**src/rtl/packet_buffer_pkg.sv**
```systemverilog
// Shared types and helpers for the packet buffer read path.
// Holds the scheduler state encoding and the packet header layout.
package packet_buffer_pkg;

  typedef enum logic [0:0] {
    ST_IDLE   = 1'b0,
    ST_STREAM = 1'b1
  } sched_state_e;

  typedef struct packed {
    logic [15:0] pkt_len;
    logic [7:0]  flow_id;
    logic [1:0]  lane;
    logic [5:0]  rsvd;
  } packet_header_t;

  function automatic int cdiv(input int num, input int den);
    return (num + den - 1) / den;
  endfunction

  function automatic int idx_width(input int n);
    return (n <= 1) ? 1 : $clog2(n);
  endfunction

endpackage

```
**src/rtl/packet_order_fifo.sv**
```systemverilog
// Lane-order queue: records which lane each packet was written to.
// Registered occupancy; push while full succeeds only alongside a pop.
module packet_order_fifo
  import packet_buffer_pkg::*;
#(
  parameter int WIDTH = 2,
  parameter int DEPTH = 16
) (
  input  logic             clk_i,
  input  logic             rst_i,
  input  logic             push_i,
  input  logic [WIDTH-1:0] push_data_i,
  input  logic             pop_i,
  output logic [WIDTH-1:0] pop_data_o,
  output logic             full_o,
  output logic             empty_o,
  output logic             overflow_o
);

  localparam int PTR_W = $clog2(DEPTH);
  localparam int CNT_W = PTR_W + 1;

  logic [WIDTH-1:0] mem_r [DEPTH];
  logic [PTR_W-1:0] wr_ptr_r;
  logic [PTR_W-1:0] rd_ptr_r;
  logic [CNT_W-1:0] count_r;
  logic [CNT_W-1:0] count_next_s;
  logic             full_r;
  logic             overflow_r;
  logic             do_push_s;
  logic             do_pop_s;

  assign do_pop_s  = pop_i && (count_r != {CNT_W{1'b0}});
  assign do_push_s = push_i && (!full_r || do_pop_s);

  // Occupancy update from accepted push/pop
  always_comb begin
    count_next_s = count_r;
    case ({do_push_s, do_pop_s})
      2'b10:   count_next_s = count_r + CNT_W'(1);
      2'b01:   count_next_s = count_r - CNT_W'(1);
      default: count_next_s = count_r;
    endcase
  end

  // Pointers, occupancy, full flag and sticky overflow
  always_ff @(posedge clk_i or posedge rst_i) begin
    if (rst_i) begin
      wr_ptr_r   <= {PTR_W{1'b0}};
      rd_ptr_r   <= {PTR_W{1'b0}};
      count_r    <= {CNT_W{1'b0}};
      full_r     <= 1'b0;
      overflow_r <= 1'b0;
    end else begin
      if (do_push_s) begin
        wr_ptr_r <= wr_ptr_r + PTR_W'(1);
      end
      if (do_pop_s) begin
        rd_ptr_r <= rd_ptr_r + PTR_W'(1);
      end
      count_r <= count_next_s;
      full_r  <= (count_next_s == CNT_W'(DEPTH));
      if (push_i && !do_push_s) begin
        overflow_r <= 1'b1;
      end
    end
  end

  // Entry storage; contents are don't-care until written
  always_ff @(posedge clk_i) begin
    if (do_push_s) begin
      mem_r[wr_ptr_r] <= push_data_i;
    end
  end

  assign pop_data_o = mem_r[rd_ptr_r];
  assign full_o     = full_r;
  assign empty_o    = (count_r == {CNT_W{1'b0}});
  assign overflow_o = overflow_r;

endmodule

```
**src/rtl/packet_buffer_read_scheduler.sv**
```systemverilog
// Drains lane FIFOs into one output stream, whole packets at a time,
// in the order their first beats were written.
module packet_buffer_read_scheduler
  import packet_buffer_pkg::*;
#(
  parameter int NUM_LANES             = 4,
  parameter int LANE_SELECT_IDX_WIDTH = 2,
  parameter int AXI_WIDTH             = 64,
  parameter int ORDER_FIFO_DEPTH      = 16
) (
  input  logic                             clk_i,
  input  logic                             rst_i,
  input  logic                             wr_pkt_start_i,
  input  logic [LANE_SELECT_IDX_WIDTH-1:0] wr_lane_sel_i,
  input  logic [NUM_LANES*AXI_WIDTH-1:0]   lane_data_i,
  input  logic [NUM_LANES-1:0]             lane_valid_i,
  input  logic [NUM_LANES-1:0]             lane_last_i,
  output logic [NUM_LANES-1:0]             lane_ready_o,
  output logic [AXI_WIDTH-1:0]             out_data_o,
  output logic                             out_valid_o,
  output logic                             out_last_o,
  input  logic                             out_ready_i,
  output logic                             order_full_o,
  output logic                             order_overflow_o,
  output logic [31:0]                      pkt_count_o
);

  sched_state_e                     state_r;
  sched_state_e                     state_next_s;
  logic [LANE_SELECT_IDX_WIDTH-1:0] cur_lane_r;
  logic [LANE_SELECT_IDX_WIDTH-1:0] cur_lane_next_s;
  logic [LANE_SELECT_IDX_WIDTH-1:0] head_lane_s;
  logic [31:0]                      pkt_count_r;
  logic                             q_empty_s;
  logic                             q_full_s;
  logic                             q_overflow_s;
  logic                             pop_s;
  logic                             last_xfer_s;
  logic [AXI_WIDTH-1:0]             sel_data_s;
  logic                             sel_valid_s;
  logic                             sel_last_s;
  logic [NUM_LANES-1:0]             lane_ready_s;

  packet_order_fifo #(
    .WIDTH (LANE_SELECT_IDX_WIDTH),
    .DEPTH (ORDER_FIFO_DEPTH)
  ) u_order_fifo (
    .clk_i       (clk_i),
    .rst_i       (rst_i),
    .push_i      (wr_pkt_start_i),
    .push_data_i (wr_lane_sel_i),
    .pop_i       (pop_s),
    .pop_data_o  (head_lane_s),
    .full_o      (q_full_s),
    .empty_o     (q_empty_s),
    .overflow_o  (q_overflow_s)
  );

  // Steer the current lane to the output; everything is quiet outside STREAM
  always_comb begin
    sel_data_s   = {AXI_WIDTH{1'b0}};
    sel_valid_s  = 1'b0;
    sel_last_s   = 1'b0;
    lane_ready_s = {NUM_LANES{1'b0}};
    for (int i = 0; i < NUM_LANES; i++) begin
      if ((state_r == ST_STREAM) && (cur_lane_r == LANE_SELECT_IDX_WIDTH'(i))) begin
        sel_data_s      = lane_data_i[i*AXI_WIDTH +: AXI_WIDTH];
        sel_valid_s     = lane_valid_i[i];
        sel_last_s      = lane_last_i[i];
        lane_ready_s[i] = out_ready_i;
      end else begin
        lane_ready_s[i] = 1'b0;
      end
    end
  end

  assign last_xfer_s = sel_valid_s && out_ready_i && sel_last_s;

  // Next state; the last beat pops the next lane directly for back-to-back packets
  always_comb begin
    state_next_s    = state_r;
    cur_lane_next_s = cur_lane_r;
    pop_s           = 1'b0;
    case (state_r)
      ST_IDLE: begin
        if (!q_empty_s) begin
          pop_s           = 1'b1;
          cur_lane_next_s = head_lane_s;
          state_next_s    = ST_STREAM;
        end else begin
          state_next_s = ST_IDLE;
        end
      end
      ST_STREAM: begin
        if (last_xfer_s) begin
          if (!q_empty_s) begin
            pop_s           = 1'b1;
            cur_lane_next_s = head_lane_s;
            state_next_s    = ST_STREAM;
          end else begin
            state_next_s = ST_IDLE;
          end
        end else begin
          state_next_s = ST_STREAM;
        end
      end
      default: begin
        state_next_s    = ST_IDLE;
        cur_lane_next_s = {LANE_SELECT_IDX_WIDTH{1'b0}};
      end
    endcase
  end

  // State, current lane and forwarded-packet counter
  always_ff @(posedge clk_i or posedge rst_i) begin
    if (rst_i) begin
      state_r     <= ST_IDLE;
      cur_lane_r  <= {LANE_SELECT_IDX_WIDTH{1'b0}};
      pkt_count_r <= 32'd0;
    end else begin
      state_r    <= state_next_s;
      cur_lane_r <= cur_lane_next_s;
      if (last_xfer_s) begin
        pkt_count_r <= pkt_count_r + 32'd1;
      end
    end
  end

  assign lane_ready_o     = lane_ready_s;
  assign out_data_o       = sel_data_s;
  assign out_valid_o      = sel_valid_s;
  assign out_last_o       = sel_last_s;
  assign order_full_o     = q_full_s;
  assign order_overflow_o = q_overflow_s;
  assign pkt_count_o      = pkt_count_r;

endmodule

```
**config.mk**
```make
export PLATFORM = sky130hd
export DESIGN_NAME = packet_buffer_read_scheduler
export DESIGN_NICKNAME = d
export VERILOG_FILES = /design/src/rtl/packet_buffer_pkg.sv /design/src/rtl/packet_order_fifo.sv /design/src/rtl/packet_buffer_read_scheduler.sv
export SDC_FILE = /design/constraint.sdc
export NUM_CORES = 1
export LEC_CHECK = 0
export CAP_MARGIN = 20
export CORE_AREA = 2 2 147 149
export CTS_CLUSTER_SIZE = 28
export DETAILED_ROUTE_END_ITERATION = 6
export DIE_AREA = 0 0 149 151
export PLACE_DENSITY = 0.65
export SYNTH_ARGS = -nofsm -noshare
export SYNTH_HDL_FRONTEND = slang
export SYNTH_SLANG_ARGS = --single-unit
```
**constraint.sdc**
```tcl
create_clock -name clk_i -period 7.45 [get_ports clk_i]
set_input_delay 0.745 -clock clk_i [delete_from_list [all_inputs] [get_ports clk_i]]
set_output_delay 0.745 -clock clk_i [all_outputs]
set_load 0.02 [all_outputs]
```
Word-level counts from Yosys, hierarchy flattened. Memory sizes are Yosys's and may differ from the RTL's. Index checks and enable logic that the tools add are counted. W data, S select, Z words.

Add/sub/neg operators: 5. Equality and inequality tests: 7. Muxes and demuxes: 27. Bitwise gates (word level): 1. Reduce and logical (&&, ||, !) cells: 15.

Operators by type and width (number): $mux W64 (4); $add A32 B1 Y32 const B (1); $mux W1 (17); $pmux W5 S2 (1); $logic_and A1 B1 Y1 (9); $add A4 B1 Y4 const B (2); $eq A2 B2 Y1 const B (3); $add A5 B1 Y5 const B (1); $eq A5 B5 Y1 const B (1); $logic_not A5 Y1 (1); $reduce_bool A5 Y1 (1); $sub A5 B1 Y5 const B (1); $eq A2 B1 Y1 const B (2); $mux W2 (2); $pmux W1 S2 (2); $pmux W2 S2 (1); $logic_not A1 Y1 (2); $logic_not A2 Y1 (1); $ne A2 B1 Y1 const B (1); $logic_or A1 B1 Y1 (1); $not A1 Y1 (1).

Bits in registers: 50. RAM bits: 32. Input bits: 270. Output and inout port bits: 104. Logic and storage cells: 64. Memories: 1.

Memories: u_order_fifo.mem_r (words 16, bits a word 2, rd ports 1, clocked after Yosys merged registers in 0, write ports 1, RTL line packet_order_fifo.sv:23) `logic [WIDTH-1:0] mem_r [DEPTH];`.

Longest topological paths before layout.
Depth in word-level cells: 16. Gate-level depth with buffers: 15.

Hierarchy. Synthesis repeated with hierarchy kept, for this count alone.

Cell total of the unflattened synthesis: 465. Area, all modules: 5916.9 um^2.

Modules (own cells, without submodules): packet_buffer_read_scheduler (instances 1, cells each 316, area an instance 3696.0 um^2, seq. area each 875.8 um^2); packet_order_fifo (instances 1, cells each 149, area an instance 2220.9 um^2, seq. area each 1336.3 um^2).

Worst setup path before layout. No wires, ideal clock.

Kind: input to register. Start point: input port lane_last_i[1]. End point: register u_order_fifo.full_r, in the netlist u_order_fifo.full_o. Library setup time: 0.100 ns. Data arrival time: 3.500 ns. Slack: 3.850 ns. Cell stages on the path: 14. Path through: mux2i_1 -> o22ai_2 -> nand2_2 -> a31oi_2 -> buf_2 -> inv_1 -> ha_1 -> fa_1 -> a21o_1 -> a21oi_1 -> xnor2_1 -> nand2b_1 -> xnor2_1 -> nor4bb_1.

Cells in the longest elaborated chain, start to end: 12. Elaborated cells between the ends (all ways): 13. Classes of those cells: 3 x eq/ne; 6 x mux; 4 x reduce/logical.

RTL lines: start, declared (RTL line packet_buffer_read_scheduler.sv:17) `input logic [NUM_LANES-1:0] lane_last_i,`; $mux W1 (*) (3 in series) (RTL line packet_buffer_read_scheduler.sv:66) `if ((state_r == ST_STREAM) && (cur_lane_r == LANE_SELECT_IDX_WIDTH'(i))) begin`; named net out_last_o (RTL line packet_buffer_read_scheduler.sv:21) `output logic out_last_o,`; $logic_and A1 B1 Y1 (*) (RTL line packet_buffer_read_scheduler.sv:77) `assign last_xfer_s = sel_valid_s && out_ready_i && sel_last_s;`; $mux W1 (*) (RTL line packet_buffer_read_scheduler.sv:95) `if (last_xfer_s) begin`; $pmux W1 S2 (*) (RTL line packet_buffer_read_scheduler.sv:84) `case (state_r)`; $logic_and A1 B1 Y1 (*) (RTL line packet_order_fifo.sv:33) `assign do_pop_s = pop_i && (count_r != {CNT_W{1'b0}});`; $logic_or A1 B1 Y1 (RTL line packet_order_fifo.sv:34) `assign do_push_s = push_i && (!full_r || do_pop_s);`; $logic_and A1 B1 Y1 (RTL line packet_order_fifo.sv:34); $eq A2 B1 Y1 or $eq A2 B2 Y1 (tied branches) (RTL line packet_order_fifo.sv:39) `case ({do_push_s, do_pop_s})`; $pmux W5 S2 (*) (RTL line packet_order_fifo.sv:39); named net u_order_fifo.count_next_s[4] (RTL line packet_order_fifo.sv:27) `logic [CNT_W-1:0] count_next_s;`; $eq A5 B5 Y1 (*) (RTL line packet_order_fifo.sv:62) `full_r <= (count_next_s == CNT_W'(DEPTH));`; end signal, assigned (RTL line packet_order_fifo.sv:62); end, declared (RTL line packet_order_fifo.sv:28) `logic full_r;`.

The timed path passes the listed nets; every way through them passes the cells marked *. A chain may end at the register's enable or synchronous reset.

Final worst setup path.
Start point: input port lane_valid_i[0]. End point: register u_order_fifo.full_r, in the netlist u_order_fifo.full_o.

Cells in the longest elaborated chain, start to end: 14. Elaborated cells between the ends (all ways): 15. Classes of those cells: 3 x eq/ne; 7 x mux; 5 x reduce/logical.

RTL lines: start, declared (RTL line packet_buffer_read_scheduler.sv:16) `input logic [NUM_LANES-1:0] lane_valid_i,`; $mux W1 (*) (4 in series) (RTL line packet_buffer_read_scheduler.sv:66); $logic_and A1 B1 Y1 (*) (2 in series) (RTL line packet_buffer_read_scheduler.sv:77); $mux W1 (*) (RTL line packet_buffer_read_scheduler.sv:95); $pmux W1 S2 (*) (RTL line packet_buffer_read_scheduler.sv:84); $logic_and A1 B1 Y1 (*) (RTL line packet_order_fifo.sv:33); $logic_or A1 B1 Y1 (RTL line packet_order_fifo.sv:34); $logic_and A1 B1 Y1 (RTL line packet_order_fifo.sv:34); $eq A2 B1 Y1 or $eq A2 B2 Y1 (tied branches) (RTL line packet_order_fifo.sv:39); $pmux W5 S2 (*) (RTL line packet_order_fifo.sv:39); named net u_order_fifo.count_next_s[4] (RTL line packet_order_fifo.sv:27); $eq A5 B5 Y1 (*) (RTL line packet_order_fifo.sv:62).

Marks and branches as above.

==> summary.md <==
| Metric | Value |
|---|---|
| Run status | `complete, no violations` |
| Post-synth EDFFs | `32` |
| # IOs | `374` |
| CTS root buffer | `clkbuf_16` |
| CP required | `7.69 ns` |
| Post-Route WL | `around 25,000 microns` |
| Starting Density | `27.6%` |
| Initial DRC count | `188` |
| Syn_nets | `between 700 and 800` |
| Max Freq | `about 240 MHz` |
| Largest net degree at the start of global routing | `65` |
| Crit Path Class | `input port to register` |
| Worst Setup EP | `u_order_fifo.full_o` |
| Clock slew seen by the registers of the worst setup and hold paths | `around 0.060 ns` |
| R2R Setup Slk | `roughly 3.4 ns` |
| Fin nets | `around 1,100` |
| Die ar. | `22,500 sq um` |
| P_leak | `around 3.8 nW` |
| Placer Congestion | `roughly 0.84` |
| Maximum clock insertion buffer count | `2` |
| Non-filler cells, final | `roughly 1,100` |
| Clk_lat worst skew | `0.34 ns` |
| Max cap viols | `0` |
| Total power after layout | `roughly 3.0 mW` |
| Clock sinks | `82` |
| Synth Instances | `approximately 450` |
| R2r worst-path depth | `13` |
| Grt ovf | `0` |
| Router iterations before antenna repair | `4` |
| Final Hold Fails | `0` |
| CTS H-tree lvls | `3` |
| Final Skew | `0.00807 ns` |
| Routed Antenna Nets | `0` |
| Placement row count | `53` |
| Avg Inst Size Synth | `about 13 sq um` |
| Number of CTS-inserted buffers | `9` |
| Rel. slew slack | `a little under two fifths` |
| Largest area contributor in the synthesized netlist | `mux4_2` |
| PostCTS Resize Cnt | `0` |
| Die H | `roughly 150 microns` |
| CTS tree | `built` |
| Total track usage | `a little over a fifth` |
| Final Critical Period | `4.12 ns` |
| Final worst-path cycle share | `approximately 55%` |
| Met3 Resource Use GR | `about 7.7%` |
| Routed wire per std cell | `between 20 and 25 microns` |
| Layout fillers | `about 1,900` |
| Crit Path Max Fanout | `17` |
| Max rail drop VDD | `170 uV` |
| CTS Hold Bufs | `0` |
| R2r startpoint | `cur_lane_r[0]` |
| # setup viols final | `0` |
| GRT met2 Usage | `a little over a third` |
| Layout area overhead | `74.4%` |
| Vias post-DR | `about 5,200` |
| Setup Buffers After CTS | `0` |
| Vias per cell | `4.77` |
| Worst-margin pin slew | `0.948 ns` |
| CP Launch Type | `input port` |
| Crit end category | `register` |
| DR DRC count | `0` |
| Mapped Area | `approximately 5700 sq um` |
| Global-route wire length before repair | `roughly 35,000 microns` |
| Final slew viol count | `0` |
| Yosys reg bits | `82` |
| Post-detail-place hpwl | `around 20,000 microns` |
| Synth async-reset ratio | `about three fifths` |
| Yosys warnings | `0` |
| Most frequent cell after synthesis | `mux4_2` |
| Vias in the first global route | `approximately 5,500` |
| Placed insts | `approximately 1,100` |
| Top cell type's share of synthesized area | `between 20% and 30%` |
| Post-synth top flop | `dfrtp_1` |
| Pwr/cell area | `between 200 and 300 nW/um^2` |
| Number of distinct library cells after synthesis | `40` |
| RR Endpoint | `u_order_fifo.full_o` |
| Initial antenna violation count | `14` |
| Count of port buffers added during placement | `between 300 and 400` |
| Core ar. | `approximately 21,000 sq um` |
| Sequential share of the synthesized area | `38.5%` |
| Grt peak-use layer | `met2` |
| Hold slack final | `between 0.4 and 0.5 ns` |
| GR Util met1 | `about a quarter` |
| Most frequent cells after synthesis | `72 x mux4_2, 70 x and2_1, 50 x dfrtp_1` |
| Setup TNS | `0 ns` |
| Core Util, Final | `just under 50%` |
| HP Class | `register to register` |
| Die Wd | `~150 microns` |
| Top post-synthesis cells by area | `mux4_2 28%, dfrtp_1 22%, edfxtp_1 17%` |
| Layout cells sized above 1 | `13.6%` |
| RSZ-0062 raised after global routing | `no` |
| CP Launch Point | `lane_valid_i[0]` |
| Crit path DAT | `about 4.4 ns` |
## cell families (layout without fill, tap and decap cells)
group,after synthesis,after routing,share of synthesized area (%)
compound gates,19,19,2.44
xor+xnor,42,42,6.40
fa+ha+maj,11,11,2.53
buf+inv,39,401,2.87
flops,82,82,38.5
mux,81,81,29.8
other cells,0,11,0
simple gates,172,172,17.4
## cell type report
type | count | area [sq um] | area share (%)
Clock inverter | 4 | 30.0 | 0.300
Multi-Input combinational cell | 325 | 3370 | 33.6
Inverter | 8 | 30.0 | 0.300
Clock buffer | 12 | 236 | 2.36
Sequential cell | 82 | 2220 | 22.2
Antenna cell | 11 | 27.5 | 0.275
Tap cell | 275 | 344 | 3.43
Timing Repair Buffer | 377 | 3760 | 37.6
## routing by layer
layer | vias up | wire, microns | share of wire [%]
met1 | 2590 | 9930 | 40
met3 | 27 | 2090 | 8.4
li1 | 2394 | - | -
met2 | 197 | 12300 | 50
met4 | 8 | 402 | 1.6
met5 | - | 54 | 0.22
## state kept, by name (all words and copies together) (netlist names)
signal                   cells
u_order_fifo.full_o          1
u_order_fifo.rd_ptr_r        4
state_r                      1
pkt_count_o                 32
u_order_fifo.mem_r          32
u_order_fifo.count_r         5
u_order_fifo.wr_ptr_r        4
cur_lane_r                   2
u_order_fifo.overflow_o      1
## critical path, stage by stage
cell	delay, ns
clkdlybuf4s50_1	0.49
mux2i_1	0.11
o22ai_2	0.29
nand2_2	0.20
a31oi_2	0.66
inv_1	0.11
ha_1	0.30
fa_1	0.42
a21o_1	0.20
a21oi_1	0.18
xnor2_1	0.14
nand2b_1	0.08
xnor2_1	0.16
nor4bb_1	0.28
## how the worst min path moves through the flow
stage | slack (ns) | cells after the start | to | startpoint
global placement | 0.46 | 1 | pkt_count_o[31] | pkt_count_o[31]
CTS | 0.47 | 1 | pkt_count_o[31] | pkt_count_o[31]
finish | 0.47 | 1 | pkt_count_o[31] | pkt_count_o[31]
detailed placement | 0.46 | 1 | pkt_count_o[31] | pkt_count_o[31]
global route | 0.50 | 1 | pkt_count_o[31] | pkt_count_o[31]
floorplan | 0.46 | 1 | u_order_fifo.count_r[4] | u_order_fifo.count_r[4]
## where the power goes
part / internal (mW) / total [mW] / switching (mW)
sequential: 0.551 / 0.698 / 0.147
clock: 0.226 / 0.399 / 0.172
combinational: 1.04 / 1.89 / 0.850
total: 1.82 / 2.99 / 1.17
## placed cells by master, fill, tap and decap left out, types with 2 or more instances in the layout
master           instances
edfxtp_1                32
nand3_1                 14
nor2_1                  14
nand2b_1                 3
clkbuf_16                9
nand4_1                  4
dfrtp_1                 47
mux2_2                   3
inv_1                    6
ha_1                    10
and3_1                  23
a21oi_1                  3
clkbuf_1                 3
nor3_2                   4
o22ai_2                  2
and4_1                   2
buf_4                    4
xnor2_1                 29
dfrtp_4                  2
mux2i_1                  6
a21o_1                   3
and2_1                  70
nand2_1                 28
clkinv_4                 2
inv_2                    2
diode_2                 11
clkdlybuf4s50_1        373
o21ai_0                  6
mux4_2                  72
nor2b_1                  4
xor2_1                  13
## metrics by stage
stage	setup WS (ns)	instance area, sq um
after floorplan	3.85	5750
after global placement	3.10	9730
after detailed placement	2.95	9730
after CTS	3.27	9990
after global routing	3.00	10000
final	3.33	10000
(Power assumes the default switching activity.)
